===== config.mk =====
export PLATFORM = sky130hd
export DESIGN_NAME = mips_load_store_unit
export DESIGN_NICKNAME = d
export VERILOG_FILES = /design/src/rtl/mips_mem_pkg.sv /design/src/rtl/mips_lane_align.sv /design/src/rtl/mips_load_store_unit.sv
export SDC_FILE = /design/constraint.sdc
export NUM_CORES = 1
export LEC_CHECK = 0
export CAP_MARGIN = 25
export CORE_MARGIN = 5
export CORE_UTILIZATION = 48
export CTS_CLUSTER_DIAMETER = 80
export DETAILED_ROUTE_END_ITERATION = 8
export MAX_ROUTING_LAYER = met4
export PLACE_DENSITY = 0.86
export REMOVE_ABC_BUFFERS = 1
export SETUP_SLACK_MARGIN = 0.02
export SLEW_MARGIN = 20
export SYNTH_ARGS = -nofsm -noshare
export SYNTH_HDL_FRONTEND = slang
export SYNTH_SLANG_ARGS = --single-unit

===== constraint.sdc =====
create_clock -name Clk -period 8.6 [get_ports Clk]
set_input_delay 1.29 -clock Clk [delete_from_list [all_inputs] [get_ports Clk]]
set_output_delay 1.29 -clock Clk [all_outputs]
set_load 0.05 [all_outputs]

===== src/rtl/mips_mem_pkg.sv =====
// Shared encodings for the MIPS load/store unit: access sizes, FSM states, lane widths.
package mips_mem_pkg;

    localparam logic [1:0] SIZE_BYTE = 2'b00;
    localparam logic [1:0] SIZE_HALF = 2'b01;
    localparam logic [1:0] SIZE_WORD = 2'b10;

    localparam int BYTE_W = 8;
    localparam int HALF_W = 16;
    localparam int WORD_W = 32;

    typedef enum logic [2:0] {
        ST_IDLE  = 3'd0,
        ST_READ  = 3'd1,
        ST_RWAIT = 3'd2,
        ST_WRITE = 3'd3,
        ST_DONE  = 3'd4
    } state_e;

endpackage


===== src/rtl/mips_lane_align.sv =====
// Little-endian lane steering: sub-word load extraction/extension and store merge.
module mips_lane_align
    import mips_mem_pkg::*;
(
    input  logic [1:0]        lane_i,
    input  logic [1:0]        size_i,
    input  logic              signed_i,
    input  logic [WORD_W-1:0] read_word_i,
    input  logic [WORD_W-1:0] store_data_i,
    output logic [WORD_W-1:0] load_value_o,
    output logic [WORD_W-1:0] merged_word_o
);

    logic [BYTE_W-1:0] byte_v;
    logic [HALF_W-1:0] half_v;
    logic [WORD_W-1:0] lane_mask;
    logic [WORD_W-1:0] lane_data;

    always_comb begin
        byte_v        = BYTE_W'(read_word_i >> {lane_i, 3'b000});
        half_v        = lane_i[1] ? read_word_i[WORD_W-1:HALF_W] : read_word_i[HALF_W-1:0];
        load_value_o  = read_word_i;
        lane_mask     = '1;
        lane_data     = store_data_i;
        case (size_i)
            SIZE_BYTE: begin
                load_value_o = {{(WORD_W-BYTE_W){signed_i & byte_v[BYTE_W-1]}}, byte_v};
                lane_mask    = 32'h0000_00FF << {lane_i, 3'b000};
                lane_data    = {4{store_data_i[BYTE_W-1:0]}};
            end
            SIZE_HALF: begin
                load_value_o = {{(WORD_W-HALF_W){signed_i & half_v[HALF_W-1]}}, half_v};
                lane_mask    = 32'h0000_FFFF << {lane_i[1], 4'b0000};
                lane_data    = {2{store_data_i[HALF_W-1:0]}};
            end
            default: begin
                load_value_o = read_word_i;
                lane_mask    = '1;
                lane_data    = store_data_i;
            end
        endcase
        // Untouched lanes come straight from the read word, bit-exact.
        merged_word_o = (read_word_i & ~lane_mask) | (lane_data & lane_mask);
    end

endmodule


===== src/rtl/mips_load_store_unit.sv =====
// Load/store initiator for a word-addressed data memory with registered read and
// synchronous write; sub-word stores are done as read-modify-write.
module mips_load_store_unit
    import mips_mem_pkg::*;
#(
    parameter int MemSize = 4096
) (
    input  logic        Clk,
    input  logic        Reset,
    input  logic        Req,
    input  logic        IsStore,
    input  logic [1:0]  Size,
    input  logic        SignedLoad,
    input  logic [31:0] Addr,
    input  logic [31:0] StoreData,
    output logic        Ready,
    output logic        Done,
    output logic        Error,
    output logic [31:0] LoadData,
    output logic        MemRead,
    output logic        MemWrite,
    output logic [31:0] MemAdress,
    output logic [31:0] MemWriteData,
    input  logic [31:0] MemReadData
);

    localparam logic [31:0] MEM_WORDS = 32'(MemSize);

    state_e      state_q, state_d;
    logic        store_q, store_d;
    logic [1:0]  size_q, size_d;
    logic        signed_q, signed_d;
    logic [31:0] addr_q, addr_d;
    logic        err_q, err_d;
    logic [31:0] ldata_q, ldata_d;
    logic [31:0] wdata_q, wdata_d;

    logic        req_err;
    logic [31:0] load_value;
    logic [31:0] merged_word;

    mips_lane_align u_align (
        .lane_i        (addr_q[1:0]),
        .size_i        (size_q),
        .signed_i      (signed_q),
        .read_word_i   (MemReadData),
        .store_data_i  (wdata_q),
        .load_value_o  (load_value),
        .merged_word_o (merged_word)
    );

    always_comb begin
        req_err = (Size == 2'b11)
               || (Size == SIZE_HALF && Addr[0])
               || (Size == SIZE_WORD && Addr[1:0] != 2'b00)
               || ({2'b00, Addr[31:2]} >= MEM_WORDS);
    end

    always_comb begin
        state_d  = state_q;
        store_d  = store_q;
        size_d   = size_q;
        signed_d = signed_q;
        addr_d   = addr_q;
        err_d    = err_q;
        ldata_d  = ldata_q;
        wdata_d  = wdata_q;
        case (state_q)
            ST_IDLE: begin
                if (Req) begin
                    store_d  = IsStore;
                    size_d   = Size;
                    signed_d = SignedLoad;
                    addr_d   = Addr;
                    err_d    = req_err;
                    wdata_d  = StoreData;
                    if (req_err) begin
                        state_d = ST_DONE;
                    end else if (IsStore && Size == SIZE_WORD) begin
                        state_d = ST_WRITE;
                    end else begin
                        state_d = ST_READ;
                    end
                end
            end
            ST_READ:  state_d = ST_RWAIT;
            ST_RWAIT: begin
                // Store operand is overwritten by the merged word it produces.
                if (store_q) begin
                    wdata_d = merged_word;
                    state_d = ST_WRITE;
                end else begin
                    ldata_d = load_value;
                    state_d = ST_DONE;
                end
            end
            ST_WRITE: state_d = ST_DONE;
            ST_DONE:  state_d = ST_IDLE;
            default:  state_d = ST_IDLE;
        endcase
    end

    always_ff @(posedge Clk) begin
        if (Reset) begin
            state_q <= ST_IDLE;
            err_q   <= 1'b0;
            ldata_q <= '0;
        end else begin
            state_q <= state_d;
            err_q   <= err_d;
            ldata_q <= ldata_d;
        end
    end

    always_ff @(posedge Clk) begin
        store_q  <= store_d;
        size_q   <= size_d;
        signed_q <= signed_d;
        addr_q   <= addr_d;
        wdata_q  <= wdata_d;
    end

    // Strobes are gated by Reset so an aborted access never commits on the reset edge.
    always_comb begin
        Ready        = (state_q == ST_IDLE);
        Done         = (state_q == ST_DONE);
        Error        = (state_q == ST_DONE) && err_q;
        LoadData     = ldata_q;
        MemRead      = (state_q == ST_READ) && !Reset;
        MemWrite     = (state_q == ST_WRITE) && !Reset;
        MemAdress    = '0;
        MemWriteData = '0;
        if (state_q == ST_READ || state_q == ST_RWAIT || state_q == ST_WRITE) begin
            MemAdress = {2'b00, addr_q[31:2]};
        end
        if (state_q == ST_WRITE) begin
            MemWriteData = wdata_q;
        end
    end

endmodule

==> key figures <==
Status
  • Status: complete, no violations

Synth
  • Post-synth EDFFs: 68
  • Netlist cell types: 48
  • Cell taking the most area after synthesis: edfxtp_1
  • Yosys warns: 0
  • Top cells by area, synth: edfxtp_1 38%, dfxtp_1 13%, and2_1 7.4%
  • Synthesized area: 5340 µm²
  • Most common cell in the netlist: edfxtp_1
  • Top FF cell, synth: edfxtp_1
  • Asr flop ratio synth: 0%
  • Syn_area_per_cell: 11.1 µm²
  • Synth Register Bits: 104
  • Post-synthesis sequential area ratio: 51.7%
  • Synth top cells by count: 68 x edfxtp_1, 63 x and2_1, 50 x nand2_1, 50 x nor2_1, 36 x dfxtp_1
  • Post-Syn Instances: 481
  • Share of the synthesized area in the top cell type: 38.2%

Layout
  • Diodes inserted: 0
  • Area grow syn2layout: 41.3%
  • Fin util: 69.4%
  • Fill count: 840
  • Final #Nets: 768
  • Share of layout cells above drive strength 1: 11.0%

Critical path
  • Slowest stage cell, crit path: clkdlybuf4s50_1
  • Worst EP required: 7.31 ns
  • R2R depth: 4
  • Cell-by-cell trace of the critical path: nor2_1, nor2_1, buf_4, and2_1, clkdlybuf4s50_1
  • Critical Path AT: 2.96 ns
  • Worst flop-to-flop path startpoint: state_q[1]
  • CP endpoint kind: output pin
  • CP Class: reg2out
  • Top cell by count, worst path: nor2_1
  • Critical Path Max Stage Delay: 0.82 ns
  • Startpoint Class: register
  • Top fanout value on the critical path: 17
  • R2r setup slk: 5.83 ns

Global routing
  • Largest net degree at the start of global routing: 51
  • Vias in the first global route: 4550
  • Antenna violations before repair: 0
  • Global-route wire length before repair: 24700 µm
  • Grt ovf: 0
  • GRT Total Usage: 24.8%

STA
  • Worst-margin pin slew: 0.901 ns
  • Min Clock Period, post-route: 4.25 ns
  • Hold Violations, Final: 0
  • Final setup viols: 0
  • Slew HR: 39.9%
  • Unrepaired setup endpoints after global routing: no
  • Final TNS setup: 0 ns
  • Clk_skew: 0.0102 ns
  • Max Slew Vio Count: 0
  • Tcrit/Tclk final: 49.4%
  • Peak Freq: 235 MHz

Floorplanning
  • Die height: 116 µm
  • Ports: 204
  • Starting Density: 49.1%
  • Die W: 116 µm
  • Cell Rows: 38
  • Die area: 13300 µm²
  • Core region area: 10900 µm²

Clock tree
  • CTS-repair resized insts: 0
  • Num CTS Buffers: 9
  • CTS tree: built
  • H-tree Lvls: 3
  • CTS Buffer Depth: 2
  • Root Buffer: clkbuf_8
  • CTS sink count: 104
  • Clock Latency Late Sink: 0.37 ns
  • Setup Buffers After CTS: 0
  • CTS clock-pin slew for the worst setup and hold paths: 0.09 ns
  • Post-CTS Hold Buffers: 0

Worst hold path
  • Type of the tightest min-delay check: reg2reg
  • Hold_sp: LoadData[22]
  • Hold Crit Depth: 2
  • WHS Endpoint: LoadData[22]

Placed design
  • Post-DP HPWL: 12500 µm
  • PortBufs: 201
  • GP Congestion: 0.917

Routing
  • Post-route ant nets: 0
  • Initial DRC count: 304
  • Total wire length: 16200 µm
  • Via-to-Cell Ratio: 5.47
  • Wirelength per Cell: 20.0 µm
  • Drt pass-1 iters: 5
  • Total number of vias: 4431
  • DRC Markers: 0

Power and ir drop
  • Lkg Pwr: 2.66 nW
  • PD cells: 129 nW/µm²
  • Peak supply drop: 75.8 µV

Flow run
  • Max-cap violations: 0
[area by class of cell]
type / count / area (µm²) / area share, %
clock buffer: 14 / 155 / 2.05
sequential: 104 / 2760 / 36.6
tap: 140 / 175 / 2.32
clock inverter: 2 / 8.76 / 0.116
inverter: 6 / 25.0 / 0.331
multi-input combinational: 338 / 2380 / 31.5
timing repair buffer: 206 / 2040 / 27.1
[per-layer routing]
metal / vias up / global-route usage [%] / wire length, µm
li1: 2107 / - / -
met4: 0 / 9.08 / 370
met1: 2117 / 31.0 / 6500
met2: 180 / 41.9 / 8370
met3: 27 / 2.61 / 996
met5: - / - / 0
[power breakdown]
group / internal [W] / switching [W] / total, W
Sequential: 0.000555 / 0.0000113 / 0.000566
Clock: 0.000115 / 0.000155 / 0.000270
Combinational: 0.0000704 / 0.0000688 / 0.000139
[cell families after synthesis]
kind of cell,after synthesis,synth area share (%)
DFF,104,51.7
other,1,0.0702
and+or+nand+nor,193,18.7
muxes,42,9.56
buffers and inverters,40,3.82
AOI/OAI and AO/OA,101,16.2
[worst max-delay path by stage]
stage	start	cells after the start	end	slack, ns
after floorplan	Reset	1	MemRead	4.57
after global placement	Reset	4	MemRead	4.56
after detailed placement	Reset	4	MemRead	4.56
after CTS	state_q[1]	5	MemAdress[5]	4.34
after global routing	state_q[1]	5	MemAdress[17]	4.18
final	state_q[1]	5	MemAdress[5]	4.35
[placed cells by master (no fill, tap or decap), drive strengths merged, types with 6 or more instances in the layout]
master and n:
clkdlybuf4s50 200, edfxtp 68, and2 63, nor2 53, nand2 51, dfxtp 36, mux2i 33, a211oi 33
o21ai 29, clkbuf 14, a21oi 9, a22o 8, a22oi 8, a221oi 8, nor3 8, mux4 7
inv 7, buf 6
[per-stage QoR]
step,setup slack [ns],power (W),area (µm²),hold WS [ns],instances
final,4.35,0.000975,7550,0.506,810
after global routing,4.18,0.00101,7550,0.530,810
after CTS,4.34,0.000979,7550,0.508,810
after detailed placement,4.56,0.000715,7390,0.495,794
after global placement,4.56,0.000711,7380,0.489,793
after floorplan,4.57,0.000634,5170,0.469,448
[worst max-delay path, delay by kind of cell, from the launching register on]
family                 cells  cell delay [ns]
DFF                        1             0.56
buffers and inverters      2             1.12
and+or+nand+nor            3             0.91
Note: power is estimated with default switching activity, not from simulation.
==> edit 1: new RTL, same settings <==
Make the reset (`Reset`) asynchronous in one clocked block.
--- a/src/rtl/mips_load_store_unit.sv
+++ b/src/rtl/mips_load_store_unit.sv
@@ -101,5 +101,5 @@
     end
 
-    always_ff @(posedge Clk) begin
+    always_ff @(posedge Clk or posedge Reset) begin
         if (Reset) begin
             state_q <= ST_IDLE;
Formal check against the unedited RTL: differs if Reset is asserted again (counterexample within 4 cycles, from zero or initial values and one cycle with Reset high); with Reset held inactive, the same outputs for 10 cycles.
==> edit 1 against the original RTL <==
Die area fell by 1.7%. Global-route usage rose by 0.90 points. Hold slack improved by 0.0078 ns. Sequential cell count did not move. Cell count rose by 0.74%. Synthesized area fell by 1.9%. Design area fell by 0.20%. Power rose by 5.6%. Setup slack got worse by 0.23 ns. Routed wire length rose by 2.7%. Via count rose by 2.1%.
==> edit 1: results (changes against the original RTL) <==
run status finished, final reports clean; Max-slew headroom 37.77% (-2.1 points); average wire per cell in the routed design 20.43 µm (+1.9%); clock-pin slew of the registers on the worst-case setup and hold paths 0.10 ns; number of synthesized flops with an enable pin 68 (unchanged); share of synthesized area occupied by flip-flops and latches 56.15% (+4.4 points); compound-gate portion of the synthesized area 12.60% (-3.6 points); Post-Place Worst Slack 4.099 ns (-0.4609 ns); number of non-filler instances in the completed layout 816 (+0.74%); Area Growth Syn to Fin 43.78%; Global Route Usage Sum 25.70% (+0.90 points); filler cell count in the final layout 781 (-7.0%); share of synthesized registers carrying an async set or reset 34.62% (+35 points); end point of the worst hold path LoadData[3]; deepest level of the CTS H-tree 3 (unchanged); peak supply drop 75.82 µV (about the same); shortest period the worst path allows 4.484 ns (+0.2349 ns); internal power consumption 0.0007860 W (+6.2%); number of instances in the synthesized netlist 486 (+1.0%); area post-placement 7322 µm² (-0.88%); post-route clock skew 0.01087 ns (+0.0006858 ns); Min-Delay Startpoint LoadData[3]; multiplexer fraction of the synthesized cell area 7.281% (-2.3 points); launch point of the worst path Reset; library cells used by synthesis 44 (-8.3%); wire length of the first global-routing pass 24,960 µm (+1.1%); violation count after the first detailed-route iteration 435 (+43%); minimum setup slack among reg-to-reg paths 5.57 ns (-0.26 ns); Register-to-Register Path Depth 3 (-1); Hold Slack 0.5140 ns (+0.007757 ns); ranking of synthesized cells by instance count sky130_fd_sc_hd__edfxtp_1, sky130_fd_sc_hd__and2_1, sky130_fd_sc_hd__nand2_1; maximum number of pins on one net before global-route repair 43 (-16%); arrival time of data at the critical path endpoint 3.19 ns (+0.23 ns); vias in the first global route 4,406 (-3.2%); type of the worst setup path in -> out; top post-synthesis cells by area sky130_fd_sc_hd__edfxtp_1, sky130_fd_sc_hd__dfrtp_1, sky130_fd_sc_hd__and2_1; LEAKAGE 2.943 nW (+11%)
edit 1: cell types whose count changed after synthesis, moves of 9 or more:
cell and change:
sky130_fd_sc_hd__dfxtp_1 -36, sky130_fd_sc_hd__dfrtp_1 +36, sky130_fd_sc_hd__a211oi_1 -13, sky130_fd_sc_hd__nand4_1 +9
sky130_fd_sc_hd__a31oi_1 +9, sky130_fd_sc_hd__a21oi_1 +25, sky130_fd_sc_hd__o21ai_0 -10, sky130_fd_sc_hd__a211oi_2 -20
edit 1: critical path, stage by stage:
cell	delay (ns)
sky130_fd_sc_hd__clkdlybuf4s50_1	0.43
sky130_fd_sc_hd__inv_1	0.06
sky130_fd_sc_hd__buf_4	0.40
sky130_fd_sc_hd__and2_1	0.20
sky130_fd_sc_hd__clkdlybuf4s50_1	0.80
edit 1: logic make-up (layout without fill, tap and decap cells):
family                 Yosys count  after routing
multiplexers                    36             36
flip-flops                     104            104
other                            1              2
AO/OA/AOI/OAI                   99             99
buffers and inverters           42            231
AND/OR/NAND/NOR                204            204
edit 1: power by group through the flow:
stage	Clock, W	Combinational [W]	Sequential, W
6_report	0.000327	0.000135	0.000568
2_1_floorplan	0	0.0000550	0.000577
3_5_place_dp	0	0.000132	0.000579
5_1_grt	0.000345	0.000143	0.000570
4_1_cts	0.000326	0.000133	0.000568
3_3_place_gp	0	0.000128	0.000578
edit 1: routing by layer:
metal  track usage [%]  wire [µm]  vias to the layer above
met4             9.264        511                        0
met1             32.09       6491                     2176
met3             2.801       1087                       43
li1                  -          -                     2097
met2             43.38       8580                      206
met5                 -          0                        -
edit 1: final cells by class:
class                   instances  share of cell area, %
multi-input cells             341                  28.13
flip-flops and latches        104                  39.05
clock inverters                 2                 0.4815
clock buffers                  14                  2.324
repair buffers                207                  27.30
well taps                     140                  2.324
inverters                       8                 0.3985
==> edit 2: new RTL, same settings <==
Made on the original files. `MemSize`: 4096 -> 2048.
--- a/src/rtl/mips_load_store_unit.sv
+++ b/src/rtl/mips_load_store_unit.sv
@@ -4,5 +4,5 @@
     import mips_mem_pkg::*;
 #(
-    parameter int MemSize = 4096
+    parameter int MemSize = 2048
 ) (
     input  logic        Clk,
Function: changed (a bounded check fails within 4 cycles, from zero or initial values and one cycle with Reset high).
==> edit 2 against the original RTL <==
Via count is 0.14% higher. Power up 7.8%. Non-clock buffer count is 1 lower. Routed wire length grew 1.1%. Sequential cell count unchanged. Synthesized area down 0.21%. Combinational power hardly changed. Setup slack got worse by 0.020 ns. Design area rose by 0.17%. Clock power rose by 27%. Highest routed layer unchanged.
==> edit 2: results (changes against the original RTL) <==
run status finished, final reports clean; clock-pin slew of the registers on the worst-case setup and hold paths 0.10 ns; violation count after the first detailed-route iteration 350 (+15%); routed wire length 16,420 µm (+1.1%); 1st-pass router iterations 5 (unchanged); number of vias after detailed routing 4,437 (+0.14%); launch point of the worst path Reset; wire length of the first global-routing pass 24,630 µm (-0.22%); reg-to-reg critical path startpoint state_q[1]; vias in the first global route 4,511 (-0.86%); arrival time of data at the critical path endpoint 2.98 ns (+0.02 ns); filler cell count in the final layout 785 (-6.5%); post-route clock skew 0.006859 ns (-0.003329 ns); net count reported at finish 759 (-1.2%); maximum number of pins on one net before global-route repair 50 (-2.0%); Synth Warn # 0 (unchanged); share of synthesized area occupied by flip-flops and latches 51.82% (+0.11 points); LEAKAGE 2.692 nW (+1.2%); minimum setup slack among reg-to-reg paths 5.53 ns (-0.30 ns); crit-path max FO 35 (+18); actual slew at the worst max-slew pin 1.068 ns (+0.1672 ns); top post-synthesis cells by area sky130_fd_sc_hd__edfxtp_1, sky130_fd_sc_hd__dfxtp_1, sky130_fd_sc_hd__and2_1; Register-to-Register Path Depth 4 (unchanged); Global Route Usage Sum 25.23% (+0.43 points); peak supply drop 119.3 µV (+57%); number of buffer cells added on primary ports 201 (unchanged); last weighted congestion value of the routability-driven placer 0.8889 (-3.0%); Worst Setup EP MemWrite; share of cells above drive strength 1 8.321% (-2.7 points); ranking of synthesized cells by instance count sky130_fd_sc_hd__edfxtp_1, sky130_fd_sc_hd__and2_1, sky130_fd_sc_hd__nand2_1; net switching power 0.0002487 W (+5.8%); Min-Delay Startpoint LoadData[12]; library cells used by synthesis 52 (+8.3%); antenna violations before repair 0 (unchanged); hpwl dp 12,540 µm (+0.24%); path type of the worst min-delay path reg -> reg; Hold Slack 0.5073 ns (+0.001122 ns); number of antenna repair diodes 0 (unchanged)
edit 2: cell types whose count changed after synthesis, moves of 4 or more:
cell	unedited run	this run
sky130_fd_sc_hd__a211oi_1	13	23
sky130_fd_sc_hd__o21ai_1	17	8
sky130_fd_sc_hd__a211oi_2	20	10
sky130_fd_sc_hd__o21ai_0	12	18
sky130_fd_sc_hd__a22oi_2	7	0
sky130_fd_sc_hd__buf_2	11	15
sky130_fd_sc_hd__a22oi_1	1	10
edit 2: logic make-up after synthesis:
kind of cell | after synthesis | share of synthesized area, %
other cells | 1 | 0.07034
buf+inv | 42 | 4.435
compound gates | 102 | 15.26
simple gates | 185 | 18.24
mux | 43 | 10.19
flops | 104 | 51.82
edit 2: worst max-delay path, cell delays in order:
cell and delay, ns:
sky130_fd_sc_hd__clkdlybuf4s50_1 0.47, sky130_fd_sc_hd__buf_4 0.39, sky130_fd_sc_hd__nor2b_1 0.10, sky130_fd_sc_hd__clkdlybuf4s50_1 0.72
edit 2: worst min path at each step:
stage                   endpoint  depth (start not counted)
floorplan                  err_q                          2
finish              LoadData[12]                          2
CTS                 LoadData[12]                          2
global route        LoadData[12]                          2
detailed placement  LoadData[13]                          2
global placement           err_q                          2
edit 2: cell type report:
type                       instances  area, µm²  share of cell area [%]
timing repair buffer             205       2042                   27.00
multi-input combinational        332       2338                   30.92
tap                              140      175.2                   2.316
sequential                       104       2763                   36.53
clock inverter                     4      65.06                  0.8602
clock buffer                      12      165.2                   2.184
inverter                           4      15.01                  0.1985
edit 2: per-stage QoR:
stage | power (W) | instance area (µm²) | util (%) | setup slack (ns) | cells
3_3_place_gp | 0.0007145 | 7331 | 67.62 | 4.332 | 785
5_1_grt | 0.001089 | 7564 | 69.77 | 4.177 | 801
4_1_cts | 0.001054 | 7564 | 69.77 | 4.324 | 801
2_1_floorplan | 0.0006373 | 5114 | - | 4.944 | 440
3_5_place_dp | 0.0007187 | 7333 | 67.65 | 4.340 | 785
6_report | 0.001051 | 7564 | 69.77 | 4.332 | 801
edit 2: power groups by stage:
| stage | Clock, W | Sequential, W | Combinational (W) |
|---|---|---|---|
| floorplan | 0 | 0.000579 | 0.0000585 |
| global placement | 0 | 0.000580 | 0.000134 |
| detailed placement | 0 | 0.000581 | 0.000137 |
| CTS | 0.000346 | 0.000570 | 0.000138 |
| global route | 0.000368 | 0.000572 | 0.000148 |
| finish | 0.000342 | 0.000570 | 0.000139 |
edit 2: per-layer routing:
metal	GRT usage (%)	part of all wire (%)	vias to the layer above
met5	-	0	-
met4	6.495	1.8	0
met3	6.842	8.4	22
met2	43.40	51	206
met1	29.22	39	2121
li1	-	-	2088
